File: src/rtl/trap_pkg.sv
// trap_pkg: shared constants, mstatus bit positions and FSM states for trap_ctrl.
package trap_pkg;
  localparam logic [11:0] CSR_MSTATUS = 12'h300;
  localparam logic [11:0] CSR_MEPC    = 12'h341;
  localparam logic [11:0] CSR_MCAUSE  = 12'h342;
  localparam logic [31:0] INST_ECALL  = 32'h00000073;
  localparam logic [31:0] INST_MRET   = 32'h30200073;
  localparam int CAUSE_M_TIMER = 7;
  localparam int CAUSE_ECALL_M = 11;
  localparam int MS_MIE    = 3;
  localparam int MS_MPIE   = 7;
  localparam int MS_MPP_LO = 11;
  localparam int MS_MPP_HI = 12;
  localparam int MIE_MTIE  = 7;
  typedef enum logic [2:0] {
    S_IDLE, S_MEPC, S_MCAUSE, S_MSTATUS, S_MRET_MSTATUS, S_JUMP
  } state_e;
endpackage

File: src/rtl/trap_ctrl.sv
// trap_ctrl: takes ECALL/MRET/timer-interrupt from decode, serialises the
// mepc/mcause/mstatus writes through one CSR port, then redirects the pipeline.
module trap_ctrl
  import trap_pkg::*;
#(
  parameter int XLEN        = 64,
  parameter bit VECTORED_EN = 1'b1
) (
  input  logic            clk,
  input  logic            rst,
  input  logic            inst_valid_i,
  input  logic [31:0]     inst_i,
  input  logic [XLEN-1:0] inst_addr_i,
  input  logic            timer_irq_i,
  input  logic [XLEN-1:0] mtvec_i,
  input  logic [XLEN-1:0] mepc_i,
  input  logic [XLEN-1:0] mstatus_i,
  input  logic [XLEN-1:0] mie_i,
  output logic            csr_wen_o,
  output logic [11:0]     csr_waddr_o,
  output logic [XLEN-1:0] csr_wdata_o,
  output logic            hold_flag_o,
  output logic            intr_jump_en_o,
  output logic [XLEN-1:0] intr_jump_addr_o
);
  state_e          r_state, w_next;
  logic [XLEN-1:0] r_pc, r_mstatus, r_mtvec, r_mepc, r_cause;
  logic            r_is_intr, r_is_mret;
  logic            w_irq, w_ecall, w_mret, w_trig;
  logic [XLEN-1:0] w_ms_trap, w_ms_mret, w_base, w_target;
  logic            w_unused;

  assign w_unused = &{1'b0, mie_i[XLEN-1:MIE_MTIE+1], mie_i[MIE_MTIE-1:0]};
  assign w_irq    = inst_valid_i & timer_irq_i & mstatus_i[MS_MIE] & mie_i[MIE_MTIE];
  assign w_ecall  = inst_valid_i & (inst_i == INST_ECALL);
  assign w_mret   = inst_valid_i & (inst_i == INST_MRET);
  // gated by rst so hold_flag_o stays low while reset is asserted
  assign w_trig   = rst & (r_state == S_IDLE) & (w_irq | w_ecall | w_mret);

  always_ff @(posedge clk or negedge rst) begin
    if (!rst) begin
      r_state   <= S_IDLE;
      r_pc      <= '0;
      r_mstatus <= '0;
      r_mtvec   <= '0;
      r_mepc    <= '0;
      r_cause   <= '0;
      r_is_intr <= 1'b0;
      r_is_mret <= 1'b0;
    end else begin
      r_state <= w_next;
      if (w_trig) begin
        r_pc      <= inst_addr_i;
        r_mstatus <= mstatus_i;
        r_mtvec   <= mtvec_i;
        r_mepc    <= mepc_i;
        r_cause   <= w_irq ? {1'b1, (XLEN-1)'(CAUSE_M_TIMER)} : XLEN'(CAUSE_ECALL_M);
        r_is_intr <= w_irq;
        r_is_mret <= !w_irq && !w_ecall;
      end
    end
  end

  always_comb begin
    w_next = S_IDLE;
    case (r_state)
      S_IDLE:         w_next = w_trig ? ((w_irq | w_ecall) ? S_MEPC : S_MRET_MSTATUS) : S_IDLE;
      S_MEPC:         w_next = S_MCAUSE;
      S_MCAUSE:       w_next = S_MSTATUS;
      S_MSTATUS:      w_next = S_JUMP;
      S_MRET_MSTATUS: w_next = S_JUMP;
      default:        w_next = S_IDLE;
    endcase
  end

  always_comb begin
    w_ms_trap                      = r_mstatus;
    w_ms_trap[MS_MPIE]             = r_mstatus[MS_MIE];
    w_ms_trap[MS_MIE]              = 1'b0;
    w_ms_trap[MS_MPP_HI:MS_MPP_LO] = 2'b11;
    w_ms_mret                      = r_mstatus;
    w_ms_mret[MS_MIE]              = r_mstatus[MS_MPIE];
    w_ms_mret[MS_MPIE]             = 1'b1;
    w_base   = {r_mtvec[XLEN-1:2], 2'b00};
    w_target = r_is_mret ? r_mepc :
               (VECTORED_EN && r_mtvec[1:0] == 2'b01 && r_is_intr) ?
               w_base + {{(XLEN-8){1'b0}}, r_cause[5:0], 2'b00} : w_base;
    csr_wen_o = (r_state == S_MEPC) | (r_state == S_MCAUSE) |
                (r_state == S_MSTATUS) | (r_state == S_MRET_MSTATUS);
    csr_waddr_o = (r_state == S_MEPC)   ? CSR_MEPC   :
                  (r_state == S_MCAUSE) ? CSR_MCAUSE :
                  csr_wen_o             ? CSR_MSTATUS : 12'h000;
    csr_wdata_o = (r_state == S_MEPC)         ? r_pc      :
                  (r_state == S_MCAUSE)       ? r_cause   :
                  (r_state == S_MSTATUS)      ? w_ms_trap :
                  (r_state == S_MRET_MSTATUS) ? w_ms_mret : '0;
    hold_flag_o      = (r_state != S_IDLE) | w_trig;
    intr_jump_en_o   = (r_state == S_JUMP);
    intr_jump_addr_o = intr_jump_en_o ? w_target : '0;
  end
endmodule

File: config.mk
export PLATFORM = sky130hd
export DESIGN_NAME = trap_ctrl
export DESIGN_NICKNAME = d
export VERILOG_FILES = /design/src/rtl/trap_pkg.sv /design/src/rtl/trap_ctrl.sv
export SDC_FILE = /design/constraint.sdc
export NUM_CORES = 1
export LEC_CHECK = 0
export CELL_PAD_IN_SITES_DETAIL_PLACEMENT = 2
export CELL_PAD_IN_SITES_GLOBAL_PLACEMENT = 2
export CORE_MARGIN = 2
export CORE_UTILIZATION = 25
export CTS_CLUSTER_DIAMETER = 200
export CTS_CLUSTER_SIZE = 24
export DETAILED_ROUTE_END_ITERATION = 8
export GPL_TIMING_DRIVEN = 0
export PLACE_DENSITY_LB_ADDON = 0.1
export REMOVE_ABC_BUFFERS = 1
export SLEW_MARGIN = 15
export SYNTH_ARGS = -nofsm -noshare
export SYNTH_HDL_FRONTEND = slang
export SYNTH_SLANG_ARGS = --single-unit
File: constraint.sdc
create_clock -name clk -period 3.05 [get_ports clk]
set_clock_uncertainty 0.05 [all_clocks]
set_input_delay 0.4575 -clock clk [delete_from_list [all_inputs] [get_ports clk]]
set_output_delay 0.4575 -clock clk [all_outputs]
set_load 0.05 [all_outputs]
==> Word-level counts from Yosys, hierarchy flattened <==
Cells that the tools add are included.
{ "totals": {"regBits": 325, "inputBits": 356, "elab_cells": 51} }
{ "classes": {"add_sub_neg": 1, "n_eq_ne": 8, "mux": 14, "n_bitwise": 13, "reduce_logical": 7} }
{ "ops": {"columns": ["cell", "n"], "rows": [
  ["64-bit two-way mux", 8],
  ["64-bit by 8-bit adder with 64-bit output", 1],
  ["32-bit by 30-bit equality test with 1-bit output, second input constant", 1],
  ["32-bit by 7-bit equality test with 1-bit output, second input constant", 1],
  ["10-bit two-way mux", 3],
  ["3-bit case mux with 4 select lines", 1],
  ["1-bit bitwise AND", 7],
  ["3-bit by 2-bit equality test with 1-bit output, second input constant", 2],
  ["3-bit equality test, second input constant", 2],
  ["3-bit two-way mux", 2],
  ["1-bit bitwise OR", 6],
  ["3-bit by 1-bit equality test with 1-bit output, second input constant", 1],
  ["3-bit zero test", 1],
  ["3-bit nonzero test", 1],
  ["2-bit by 1-bit equality test with 1-bit output, second input constant", 1],
  ["1-bit logical AND", 2],
  ["1-bit zero test", 2],
  ["2-bit OR reduction", 1]
]} }

==> Logic depth before layout (Yosys ltp) <==
Gate-level depths: netlist of run 1.
{ "depth": {"depth_word": 8, "depth_mapped": 10} }

==> Worst setup path after synthesis of run 1 <==
No wires, ideal clock.
{ "synth_path": {"kind": "reg2out", "from": "reg r_cause[1]", "to": "out intr_jump_addr_o[42]", "arrival_time_ps": 3407, "required_ps": 2542, "slack_ps": -865, "stages_incl_launch_ff": 11, "path_buffers": 1, "cell_sequence": "dfrtp_1 > ha_1 > inv_1 > fa_1 > nand2b_1 > a21o_1 > or4_1 > clkbuf_1 > nor3_1 > nor3_1 > nor3b_1"} }
{ "synth_via": {"elab_chain_cells": 4} }
{ "synth_lines": {"columns": ["element", "line", "rtl"], "rows": [
  ["start, declared", "trap_ctrl.sv:27", "logic [XLEN-1:0] r_pc, r_mstatus, r_mtvec, r_mepc, r_cause;"],
  ["start signal, assigned", "trap_ctrl.sv:57", "r_cause <= w_irq ? {1'b1, (XLEN-1)'(CAUSE_M_TIMER)} : XLEN'(CAUSE_ECALL_M);"],
  ["64-bit by 8-bit adder with 64-bit output", "trap_ctrl.sv:87", "w_base + {{(XLEN-8){1'b0}}, r_cause[5:0], 2'b00} : w_base;"],
  ["64-bit two-way mux", "trap_ctrl.sv:86", "(VECTORED_EN && r_mtvec[1:0] == 2'b01 && r_is_intr) ?"],
  ["64-bit two-way mux", "trap_ctrl.sv:85", "w_target = r_is_mret ? r_mepc :"],
  ["64-bit two-way mux", "trap_ctrl.sv:99", "intr_jump_addr_o = intr_jump_en_o ? w_target : '0;"],
  ["end, declared", "trap_ctrl.sv:24", "output logic [XLEN-1:0] intr_jump_addr_o"]
]} }
No other way between the ends.

==> Worst setup path after layout of run 1 <==
{ "layout_path": {"from": "reg r_cause[1]", "to": "out intr_jump_addr_o[58]"} }
Same word-level chain as after synthesis.

==> metrics.cfg, run 1 <==
[status]
status=finished with violations
violations=setup timing

[worst_setup_path]
critical_path_arrival_ns=3.08
reg2reg_depth=11
critPathMaxFanout=6
critPathKind=flop to primary output
timing.rr.end=r_pc[59]$_DFFE_PN0P_
rrSetupSlack_ns=0.13
worst_setup_path_start_kind=flop
critPathRequiredTime_ns=2.54
rr_startpoint=r_state[2]$_DFF_PN0_
worstSetupEndpointType=primary output

[drt]
vias=10784
drc=0
via_per_inst=4.76
post_drt_wl_per_cell_microns=22.8
routed_wl_mm=51.6
drt_iter0_drc=385
antenna_left=0
firstDrtPassIters=4

[layout]
fin_area_sq_um=20200
drive_gt1_share_pct=41.2
regArea_sq_um=6620
nFillCells=5327
multi_input_area_sq_um=7030
layout.nets=1944
area_growth_pct=55.3

[grt]
grt_usage_pct=18.9
grt_max_degree=95
grt_pass1_vias=12291
busiest_layer=met2
overflow=0
grt_use_met3_pct=6.51
grt_pass1_wl_mm=77.4
grt_use_met2_pct=32.8
grtUsageMet1_pct=23.2
antenna_found_initial=12

[synthesis]
synthTopCellsByArea=dfrtp_1 50%, mux2_2 22%, a22o_1 3.8%
synth_top_family_by_area=multiplexers
synthSimpleGateAreaFrac_pct=10.3
synth_seq_cells=263
synth_common_cells=263 x dfrtp_1, 257 x mux2_2, 65 x clkbuf_1
syn_inst=1112
yosysMostFrequentCell=dfrtp_1
synthMuxAreaShare_pct=22.5
async_reset_ff_share_pct=100
synth_edf_count=0
yosysSeqAreaShare_pct=50.5
synthFlopType=dfrtp_1
synth_adder_area_share_pct=0.538
synth.distinct_cells=55
yosysWarnings=0
synth_xor_area_share_pct=3.76
syn_area_sq_um=13000
yosys.area.top_type_share_pct=50.5
syn_area_per_cell_sq_um=11.7
synth-compound-area-share_pct=9.44
yosys.area.top_type=dfrtp_1

[floorplan]
die-area_sq_um=54000
io_pins=499
die_h_microns=232
dieWidth_microns=232
start_util_pct=25.4
num_rows=83
core_sq_um=51400

[power]
swShare_pct=42.6
power_switching_mw=7.09
p_per_area_nw_per_um2=822
p_int_mw=9.55
p_seq_share_pct=38.8
power_frac_clock_pct=12.5
static-leakage-power_nw=8.93
p_comb_share_pct=48.7
irDropWorstVdd_v=0.000556

[clocking]
cts_made_buffers=14
cts_sinks=263
clk_pin_slew_worst_paths_ns=0.11
cts_tree=built
clock_tree.root_cell=clkbuf_16
insertion_delay_ns=0.53
htreeDepth=1
clk_path_buf_depth=3

[timing]
max_slew.worst_pin.slew_ns=0.676
fin_ws_ns=-0.541
rsz0062_at_grt=true
relSlewSlack_pct=54.6
drv_slew=0
report.final.hold_viol_count=0
tns_ns=-27.75
period_minus_slack_ns=3.59
setup_viol=99
max_freq_mhz=278
period_share_pct=118

[placement]
place.gp.congestion=0.751
placed_cell_area_sq_um=18400
hpwlAfterDp_mm=37.2
portBuffers=428

[flow_run]
drv_cap=0

[hold_path]
min_delay_worst_endpoint=r_mepc[13]$_DFFE_PN0P_
whs_path_depth=1
holdCritStartpoint=r_mepc[13]$_DFFE_PN0P_
hp-class=flop to flop

state kept, by name, indices dropped and copies added (netlist names):
signal,count
r_pc,64
r_state,3
r_mepc,64
r_cause,3
r_is_mret,1
r_mtvec,64
r_mstatus,64
final cells by class:
class                      instances  share of cell area (%)
antenna                            2                  0.0247
sequential                       263                    32.7
clock buffer                      15                    1.75
tap                              680                    4.20
multi-input combinational        766                    34.7
clock inverter                     1                  0.0804
timing repair buffer             525                    26.2
inverter                          13                   0.328
logic make-up (layout without fill, tap and decap cells):
group / after synthesis / count (layout)
multiplexers: 261 / 261
AND/OR/NAND/NOR: 243 / 244
AO/OA/AOI/OAI: 192 / 193
XOR/XNOR: 56 / 56
buffers and inverters: 91 / 554
other: 1 / 9
adder cells (fa/ha/maj): 5 / 5
flip-flops: 263 / 263
power by group through the flow:
stage	clock (mW)	combinational (mW)	sequential, mW
global route	2.31	8.72	6.72
detailed placement	0	7.45	6.49
CTS	2.22	8.03	6.42
finish	2.08	8.11	6.45
floorplan	0	4.85	6.01
global placement	0	6.83	6.42
metrics by stage:
stage	util, %	total power, mW	hold slack, ns	cells	worst slack (ns)
after global routing	39.4	17.8	0.457	2265	-0.689
after global placement	34.7	13.2	0.431	2148	-23.97
after detailed placement	35.9	13.9	0.440	2174	-1.81
after floorplan	-	10.9	0.112	1040	-13.09
final	39.4	16.6	0.460	2265	-0.541
after CTS	38.7	16.7	0.447	2251	-0.572
per-layer routing:
layer	routed length, microns	share of wire, %
met1	21200	41
met2	25900	50
met3	3870	7.5
met4	479	0.93
met5	114	0.22
cells in the final DEF (no fill, tap or decap), types with 7 or more instances in the layout:
cell / instances
nor2_1: 25
a21oi_2: 10
buf_12: 8
dlygate4sd2_1: 9
xor2_1: 12
xnor2_2: 13
nor3_4: 15
nand3_1: 19
clkdlybuf4s50_1: 291
nor4_4: 14
nor3_1: 7
xnor2_1: 27
buf_16: 16
dfrtp_1: 234
conb_1: 7
a21oi_1: 43
buf_6: 37
nand3_2: 7
nand4_1: 22
clkbuf_16: 14
mux2_2: 257
and3_1: 8
inv_1: 10
buf_2: 21
o21ai_0: 59
a22o_1: 56
nand2_1: 47
clkdlybuf4s15_2: 29
dfrtp_2: 29
buf_4: 104
how the worst max path moves through the flow:
stage | cells after the start | start | to
after floorplan | 5 | inst_i[29] | hold_flag_o
after global placement | 4 | rst | r_pc[59]$_DFFE_PN0P_
after detailed placement | 10 | r_cause[1]$_DFFE_PN0P_ | intr_jump_addr_o[52]
after CTS | 10 | r_cause[1]$_DFFE_PN0P_ | intr_jump_addr_o[44]
after global routing | 10 | r_mtvec[2]$_DFFE_PN0P_ | intr_jump_addr_o[42]
final | 12 | r_cause[1]$_DFFE_PN0P_ | intr_jump_addr_o[58]
worst max-delay path, cell delays in order (launching register included):
cell	delay (ns)
dfrtp_2	0.42
ha_4	0.15
inv_2	0.04
fa_2	0.34
nand2b_4	0.17
a21oi_4	0.22
nand4_1	0.14
buf_6	0.19
buf_4	0.15
nor4_4	0.22
xnor2_1	0.12
a21oi_1	0.17
buf_4	0.22
repair_timing:
item                       in CTS  in global routing
gates cloned                    2                  0
hold buffers                    2                  1
resized for setup             813                 68
pin swaps                      63                 48
hold endpoints to repair       82                203
setup endpoints to repair     136                209
setup buffers                  57                 13
Note: power is estimated with default switching activity, not from simulation.
==> inputs of run 2 (changes only) <==
--- a/config.mk
+++ b/config.mk
@@ -7,7 +7,6 @@
 export LEC_CHECK = 0
 export CELL_PAD_IN_SITES_DETAIL_PLACEMENT = 2
 export CELL_PAD_IN_SITES_GLOBAL_PLACEMENT = 2
-export CORE_MARGIN = 2
 export CORE_UTILIZATION = 25
 export CTS_CLUSTER_DIAMETER = 200
 export CTS_CLUSTER_SIZE = 24
==> metrics.cfg, run 2 (synthesis results as in run 1) <==
[power]
power_frac_clock_pct=12.8  ; was 12.5%
irDropWorstVdd_v=0.000411  ; was 0.000556 V
static-leakage-power_nw=8.99  ; was 8.93 nW
power_switching_mw=7.05  ; was 7.09 mW
p_int_mw=9.54  ; was 9.55 mW
p_per_area_nw_per_um2=812  ; was 822 nW/um^2
swShare_pct=42.5  ; was 42.6%
p_seq_share_pct=38.9  ; was 38.8%
p_comb_share_pct=48.3  ; was 48.7%

[timing]
rsz0062_at_grt=true  ; unchanged
fin_ws_ns=-0.607  ; was -0.541 ns
max_freq_mhz=273  ; was 278 MHz
setup_viol=55  ; was 99
period_minus_slack_ns=3.66  ; was 3.59 ns
tns_ns=-23.15  ; was -27.75 ns
report.final.hold_viol_count=0  ; unchanged
relSlewSlack_pct=56.6  ; was 54.6%
drv_slew=0  ; unchanged
period_share_pct=120  ; was 118%
hold_slack_ns=0.461  ; was 0.460 ns
max_slew.worst_pin.slew_ns=0.646  ; was 0.676 ns

[drt]
post_drt_wl_per_cell_microns=22.3  ; was 22.8 microns
drt_iter0_drc=242  ; was 385
drc=0  ; unchanged
vias=10875  ; was 10784
routed_wl_mm=50.9  ; was 51.6 mm
antenna_left=0  ; unchanged
firstDrtPassIters=4  ; unchanged
via_per_inst=4.77  ; was 4.76

[grt]
grt_max_degree=86  ; was 95
grt_usage_pct=18.8  ; was 18.9%
grt_pass1_vias=12199  ; was 12291
overflow=0  ; unchanged
grt_pass1_wl_mm=76.2  ; was 77.4 mm
antenna_found_initial=15  ; was 12

[flow_run]
drv_cap=0  ; unchanged

[hold_path]
hp-class=flop to flop  ; unchanged
holdCritStartpoint=r_mepc[20]$_DFFE_PN0P_  ; was r_mepc[13]$_DFFE_PN0P_
whs_path_depth=1  ; unchanged
min_delay_worst_endpoint=r_mepc[20]$_DFFE_PN0P_  ; was r_mepc[13]$_DFFE_PN0P_

[layout]
final_cell_mix=291 x clkdlybuf4s50_1, 257 x mux2_2, 245 x dfrtp_1  ; was 291 x clkdlybuf4s50_1, 257 x mux2_2, 234 x dfrtp_1
nFillCells=5288  ; was 5327
final_common_cell=clkdlybuf4s50_1  ; unchanged
layout.nets=1952  ; was 1944
drive_gt1_share_pct=41.5  ; was 41.2%
layout.cells.non_filler=2280  ; was 2265
area_growth_pct=56.7  ; was 55.3%
final_util_pct=39.7  ; was 39.4%

[worst_setup_path]
worst_setup_path_start_kind=flop  ; unchanged
critPathMaxFanout=5  ; was 6
rr_startpoint=r_state[0]$_DFF_PN0_  ; was r_state[2]$_DFF_PN0_
worstSetupEndpointType=primary output  ; unchanged
rrSetupSlack_ns=0.25  ; was 0.13 ns
cp_slowest_cell=or4_4  ; was dfrtp_2
critPathKind=flop to primary output  ; unchanged
cp_cell_sequence=ha_4 > inv_2 > fa_2 > nand2b_4 > a21o_1 > or4_4 > buf_4 > xnor2_2 > nand2_1 > a21oi_2 > buf_6  ; was ha_4 > inv_2 > fa_2 > nand2b_4 > a21oi_4 > nand4_1 > buf_6 > buf_4 > nor4_4 > xnor2_1 > a21oi_1 > buf_4
timing.rr.end=r_mstatus[8]$_DFFE_PN0P_  ; was r_pc[59]$_DFFE_PN0P_
max_stage_delay_ns=0.57  ; was 0.42 ns
critPathRequiredTime_ns=2.54  ; about the same
critical_path_arrival_ns=3.15  ; was 3.08 ns
reg2reg_depth=12  ; was 11

[placement]
hpwlAfterDp_mm=37.0  ; was 37.2 mm
place.gp.congestion=0.730  ; was 0.751
dp.cells=2175  ; was 2174
portBuffers=428  ; unchanged

[status]
status=finished with violations  ; unchanged
violations=setup timing  ; unchanged

[clocking]
cts_tree=built  ; unchanged
clk_pin_slew_worst_paths_ns=0.10  ; was 0.11 ns
insertion_delay_ns=0.52  ; was 0.53 ns
htreeDepth=1  ; unchanged
clk_path_buf_depth=3  ; unchanged
clock_tree.root_cell=clkbuf_16  ; unchanged
cts_made_buffers=14  ; unchanged
cts_sinks=263  ; unchanged

[floorplan]
die_h_microns=230  ; was 232 microns
start_util_pct=25.4  ; unchanged
dieWidth_microns=230  ; was 232 microns
num_rows=83  ; unchanged
core_sq_um=51400  ; unchanged
die-area_sq_um=53100  ; was 54000 sq um
io_pins=499  ; unchanged

[run 2: layer usage]
metal | global-route usage (%) | up-vias | part of all wire (%)
li1 | - | 4974 | -
met1 | 22.9 | 5578 | 42
met2 | 32.3 | 253 | 49
met3 | 6.27 | 54 | 7.8
met4 | 3.91 | 16 | 1.6
met5 | 0 | - | 0.16
[run 2: through the flow]
stage | instance area (sq um) | setup slack [ns] | total power, mW
after floorplan | 12700 | -13.09 | 10.9
after global placement | 17900 | -23.97 | 13.2
after detailed placement | 18500 | -1.80 | 13.9
after CTS | 20000 | -0.615 | 16.6
after global routing | 20400 | -0.732 | 17.6
final | 20400 | -0.607 | 16.6
[run 2: worst max-delay path by stage]
stage | from | endpoint | slack, ns | depth (start not counted)
after global routing | r_cause[1]$_DFFE_PN0P_ | intr_jump_addr_o[22] | -0.73 | 11
final | r_cause[1]$_DFFE_PN0P_ | intr_jump_addr_o[22] | -0.61 | 11
after CTS | r_cause[1]$_DFFE_PN0P_ | intr_jump_addr_o[44] | -0.61 | 10
after global placement | rst | r_pc[40]$_DFFE_PN0P_ | -23.97 | 4
after floorplan | inst_i[29] | hold_flag_o | -13.09 | 5
after detailed placement | r_cause[1]$_DFFE_PN0P_ | intr_jump_addr_o[52] | -1.80 | 10
[run 2: layout make-up]
class	instances	area, sq um	share of cell area, %
flip-flops and latches	263	6600	32.3
inverters	13	63.8	0.312
repair buffers	534	5430	26.6
diodes	9	22.5	0.110
well taps	680	851	4.17
clock buffers	16	379	1.86
multi-input cells	765	7070	34.6
[run 2: power groups by stage]
stage	Sequential, mW	Combinational (mW)	Clock, mW
after floorplan	6.01	4.85	0
after global placement	6.41	6.82	0
after detailed placement	6.49	7.39	0
after CTS	6.40	7.96	2.29
after global routing	6.69	8.58	2.36
final	6.45	8.01	2.13
[run 2: what timing repair did]
| action | in CTS | in global routing |
|---|---|---|
| setup buffers | 55 | 23 |
| hold endpoints to repair | 55 | 0 |
| hold buffers | 2 | 0 |
| pin swaps | 81 | 50 |
| resized for setup | 761 | 122 |
| cloned | 1 | 0 |
| setup endpoints to repair | 136 | 144 |
[run 2: critical path: cells and delay by family (launching register included)]
kind | cells | cell delay (ns)
adder cells (fa/ha/maj) | 2 | 0.50
flip-flops | 1 | 0.43
buffers and inverters | 3 | 0.41
AO/OA/AOI/OAI | 2 | 0.36
XOR/XNOR | 1 | 0.10
AND/OR/NAND/NOR | 3 | 0.82
==> inputs of run 3 (changes only) <==
--- a/config.mk
+++ b/config.mk
@@ -5,9 +5,12 @@
 export SDC_FILE = /design/constraint.sdc
 export NUM_CORES = 1
 export LEC_CHECK = 0
+export ABC_AREA = 1
+export CAP_MARGIN = 10
 export CELL_PAD_IN_SITES_DETAIL_PLACEMENT = 2
 export CELL_PAD_IN_SITES_GLOBAL_PLACEMENT = 2
-export CORE_UTILIZATION = 25
+export CORE_UTILIZATION = 23
+export CTS_BUF_LIST = sky130_fd_sc_hd__clkbuf_4 sky130_fd_sc_hd__clkbuf_8
 export CTS_CLUSTER_DIAMETER = 200
 export CTS_CLUSTER_SIZE = 24
 export DETAILED_ROUTE_END_ITERATION = 8
==> metrics.cfg, run 3 <==
[status]
status=finished with violations  ; unchanged
violations=setup timing  ; unchanged

[timing]
setup_viol=60  ; was 55
report.final.hold_viol_count=0  ; unchanged
period_minus_slack_ns=3.54  ; was 3.66 ns
hold_slack_ns=0.309  ; was 0.461 ns
max_freq_mhz=282  ; was 273 MHz
rsz0062_at_grt=true  ; unchanged
relSlewSlack_pct=55.5  ; was 56.6%
fin_ws_ns=-0.492  ; was -0.607 ns
max_slew.worst_pin.slew_ns=0.665  ; was 0.646 ns
drv_slew=0  ; unchanged
period_share_pct=116  ; was 120%

[synthesis]
syn_area_per_cell_sq_um=7.15  ; was 11.7 sq um
yosysSeqAreaShare_pct=45.9  ; was 50.5%
async_reset_ff_share_pct=100  ; unchanged
syn_inst=2005  ; was 1112
yosys.area.top_type=dfrtp_1  ; unchanged
synth_common_cells=927 x nand2_1, 263 x dfrtp_1, 179 x nor2_1  ; was 263 x dfrtp_1, 257 x mux2_2, 65 x clkbuf_1
syn_area_sq_um=14300  ; was 13000 sq um
yosysWarnings=0  ; unchanged
synth_seq_cells=263  ; unchanged
synth.distinct_cells=39  ; was 55
synthTopCellsByArea=dfrtp_1 46%, nand2_1 24%, nand3_1 4.8%  ; was dfrtp_1 50%, mux2_2 22%, a22o_1 3.8%
synth_edf_count=0  ; unchanged
yosysMostFrequentCell=nand2_1  ; was dfrtp_1
yosys.area.top_type_share_pct=45.9  ; was 50.5%
synthFlopType=dfrtp_1  ; unchanged

[grt]
antenna_found_initial=19  ; was 15
grt_usage_pct=21.3  ; was 18.8%
grt_pass1_wl_mm=103  ; was 76.2 mm
grt_pass1_vias=16576  ; was 12199
overflow=0  ; unchanged
grt_max_degree=112  ; was 86

[clocking]
htreeDepth=1  ; unchanged
clk_pin_slew_worst_paths_ns=0.18  ; was 0.10 ns
cts_tree=built  ; unchanged
cts_sinks=263  ; unchanged
clock_tree.root_cell=clkbuf_8  ; was clkbuf_16
insertion_delay_ns=0.59  ; was 0.52 ns
cts_made_buffers=14  ; unchanged
clk_path_buf_depth=3  ; unchanged

[layout]
layout.nets=2824  ; was 1952
final_util_pct=35.1  ; was 39.7%
final_common_cell=nand2_1  ; was clkdlybuf4s50_1
fin_area_sq_um=21600  ; was 20400 sq um
drive_gt1_share_pct=18.2  ; was 41.5%
final_cell_mix=879 x nand2_1, 291 x clkdlybuf4s50_1, 258 x dfrtp_1  ; was 291 x clkdlybuf4s50_1, 257 x mux2_2, 245 x dfrtp_1
area_growth_pct=50.9  ; was 56.7%
layout.cells.non_filler=3307  ; was 2280
nFillCells=7113  ; was 5288

[worst_setup_path]
critical_path_arrival_ns=3.03  ; was 3.15 ns
critPathMaxFanout=3  ; was 5
critPathKind=flop to primary output  ; unchanged
worstSetupEndpointType=primary output  ; unchanged
rrSetupSlack_ns=0.21  ; was 0.25 ns
worst_setup_path_start_kind=flop  ; unchanged
critPathRequiredTime_ns=2.54  ; about the same

[drt]
drc=0  ; unchanged
antenna_left=0  ; unchanged
via_per_inst=4.59  ; was 4.77
drt_iter0_drc=603  ; was 242
firstDrtPassIters=4  ; unchanged
post_drt_wl_per_cell_microns=21.5  ; was 22.3 microns
routed_wl_mm=71.1  ; was 50.9 mm
vias=15169  ; was 10875

[power]
static-leakage-power_nw=10.6  ; was 8.99 nW
p_per_area_nw_per_um2=788  ; was 812 nW/um^2
irDropWorstVdd_v=0.000377  ; was 0.000411 V

[floorplan]
die_h_microns=252  ; was 230 microns
start_util_pct=23.3  ; was 25.4%
die-area_sq_um=63300  ; was 53100 sq um
io_pins=499  ; unchanged
num_rows=91  ; was 83
core_sq_um=61600  ; was 51400 sq um
dieWidth_microns=252  ; was 230 microns

[placement]
dp_slack_ns=-2.42  ; was -1.80 ns
dp.cells=3185  ; was 2175
place.gp.congestion=0.805  ; was 0.730
placed_cell_area_sq_um=19400  ; was 18500 sq um
portBuffers=428  ; unchanged
hpwlAfterDp_mm=45.6  ; was 37.0 mm

[hold_path]
hp-class=primary input to flop  ; was flop to flop

[flow_run]
drv_cap=0  ; unchanged

==> run 3: layer usage <==
metal	global-route usage [%]	wire length (microns)	vias to the layer above	part of all wire (%)
met5	0	162	-	0.23
met3	6.15	4400	77	6.2
met4	4.91	1250	24	1.8
met1	25.9	30100	7569	42
met2	37.0	35200	292	50
li1	-	-	7207	-
==> run 3: kinds of logic after synthesis <==
kind of cell,count (synthesis),share of synthesized area (%)
AND/OR/NAND/NOR,1338,38.0
flip-flops,263,45.9
buffers and inverters,245,8.42
AO/OA/AOI/OAI,149,6.91
adder cells (fa/ha/maj),5,0.489
XOR/XNOR,4,0.245
other,1,0.0262
==> run 3: per-stage QoR <==
step	setup TNS, ns	total power [mW]
finish	-17.52	17.0
global route	-26.65	18.3
CTS	-18.41	17.0
detailed placement	-281.34	14.4
global placement	-7483.39	14.0
floorplan	-308.14	11.1
==> run 3: critical path, cell delays in order (launching register included) <==
cell      delay, ns
dfrtp_1        0.42
ha_2           0.20
inv_2          0.04
fa_2           0.37
nor2_4         0.14
nor2_4         0.07
nor2_4         0.11
buf_6          0.16
nand2_8        0.07
buf_4          0.16
buf_4          0.14
a21oi_2        0.10
o21ai_1        0.08
o211ai_1       0.11
inv_1          0.09
buf_6          0.16
==> run 3: power breakdown <==
| group | switching (mW) | internal (mW) | total, mW | leakage [nW] |
|---|---|---|---|---|
| combinational | 5.52 | 3.13 | 8.65 | 7.12 |
| sequential | 1.47 | 5.22 | 6.68 | 3.36 |
| clock | 1.25 | 0.444 | 1.69 | 0.110 |
| total | 8.24 | 8.79 | 17.0 | 10.6 |
==> run 3: cell type report <==
| cell class | instances | area (sq um) | share of cell area, % |
|---|---|---|---|
| clock inverter | 1 | 8.76 | 0.0405 |
| sequential | 263 | 6590 | 30.5 |
| timing repair inverter | 1 | 7.51 | 0.0347 |
| multi-input combinational | 1509 | 7540 | 34.9 |
| inverter | 142 | 576 | 2.66 |
| clock buffer | 15 | 200 | 0.926 |
| antenna | 7 | 17.5 | 0.0810 |
| tap | 837 | 1050 | 4.84 |
| timing repair buffer | 532 | 5640 | 26.1 |
==> run 3: path summary, 6_finish.rpt <==
path / from / cells after the start / endpoint
worst max-delay path: r_cause[1]$_DFFE_PN0P_ / 15 / intr_jump_addr_o[10]
worst min-delay path: mepc_i[62] / 3 / r_mepc[62]$_DFFE_PN0P_
worst max register to register: r_state[2]$_DFF_PN0_ / 10 / r_mepc[14]$_DFFE_PN0P_
worst min register to register: r_mepc[5]$_DFFE_PN0P_ / 2 / r_mepc[5]$_DFFE_PN0P_
max in group asynchronous: rst / 4 / r_pc[50]$_DFFE_PN0P_
min in group asynchronous: rst / 3 / r_mepc[21]$_DFFE_PN0P_
==> run 3: what timing repair did <==
action,4_1_cts,5_1_grt
gates resized for setup,958,125
hold buffers,2,0
setup buffers,53,29
hold endpoints to repair,40,0
cloned,11,7
pin swaps,60,73
endpoints found under the setup margin,395,343
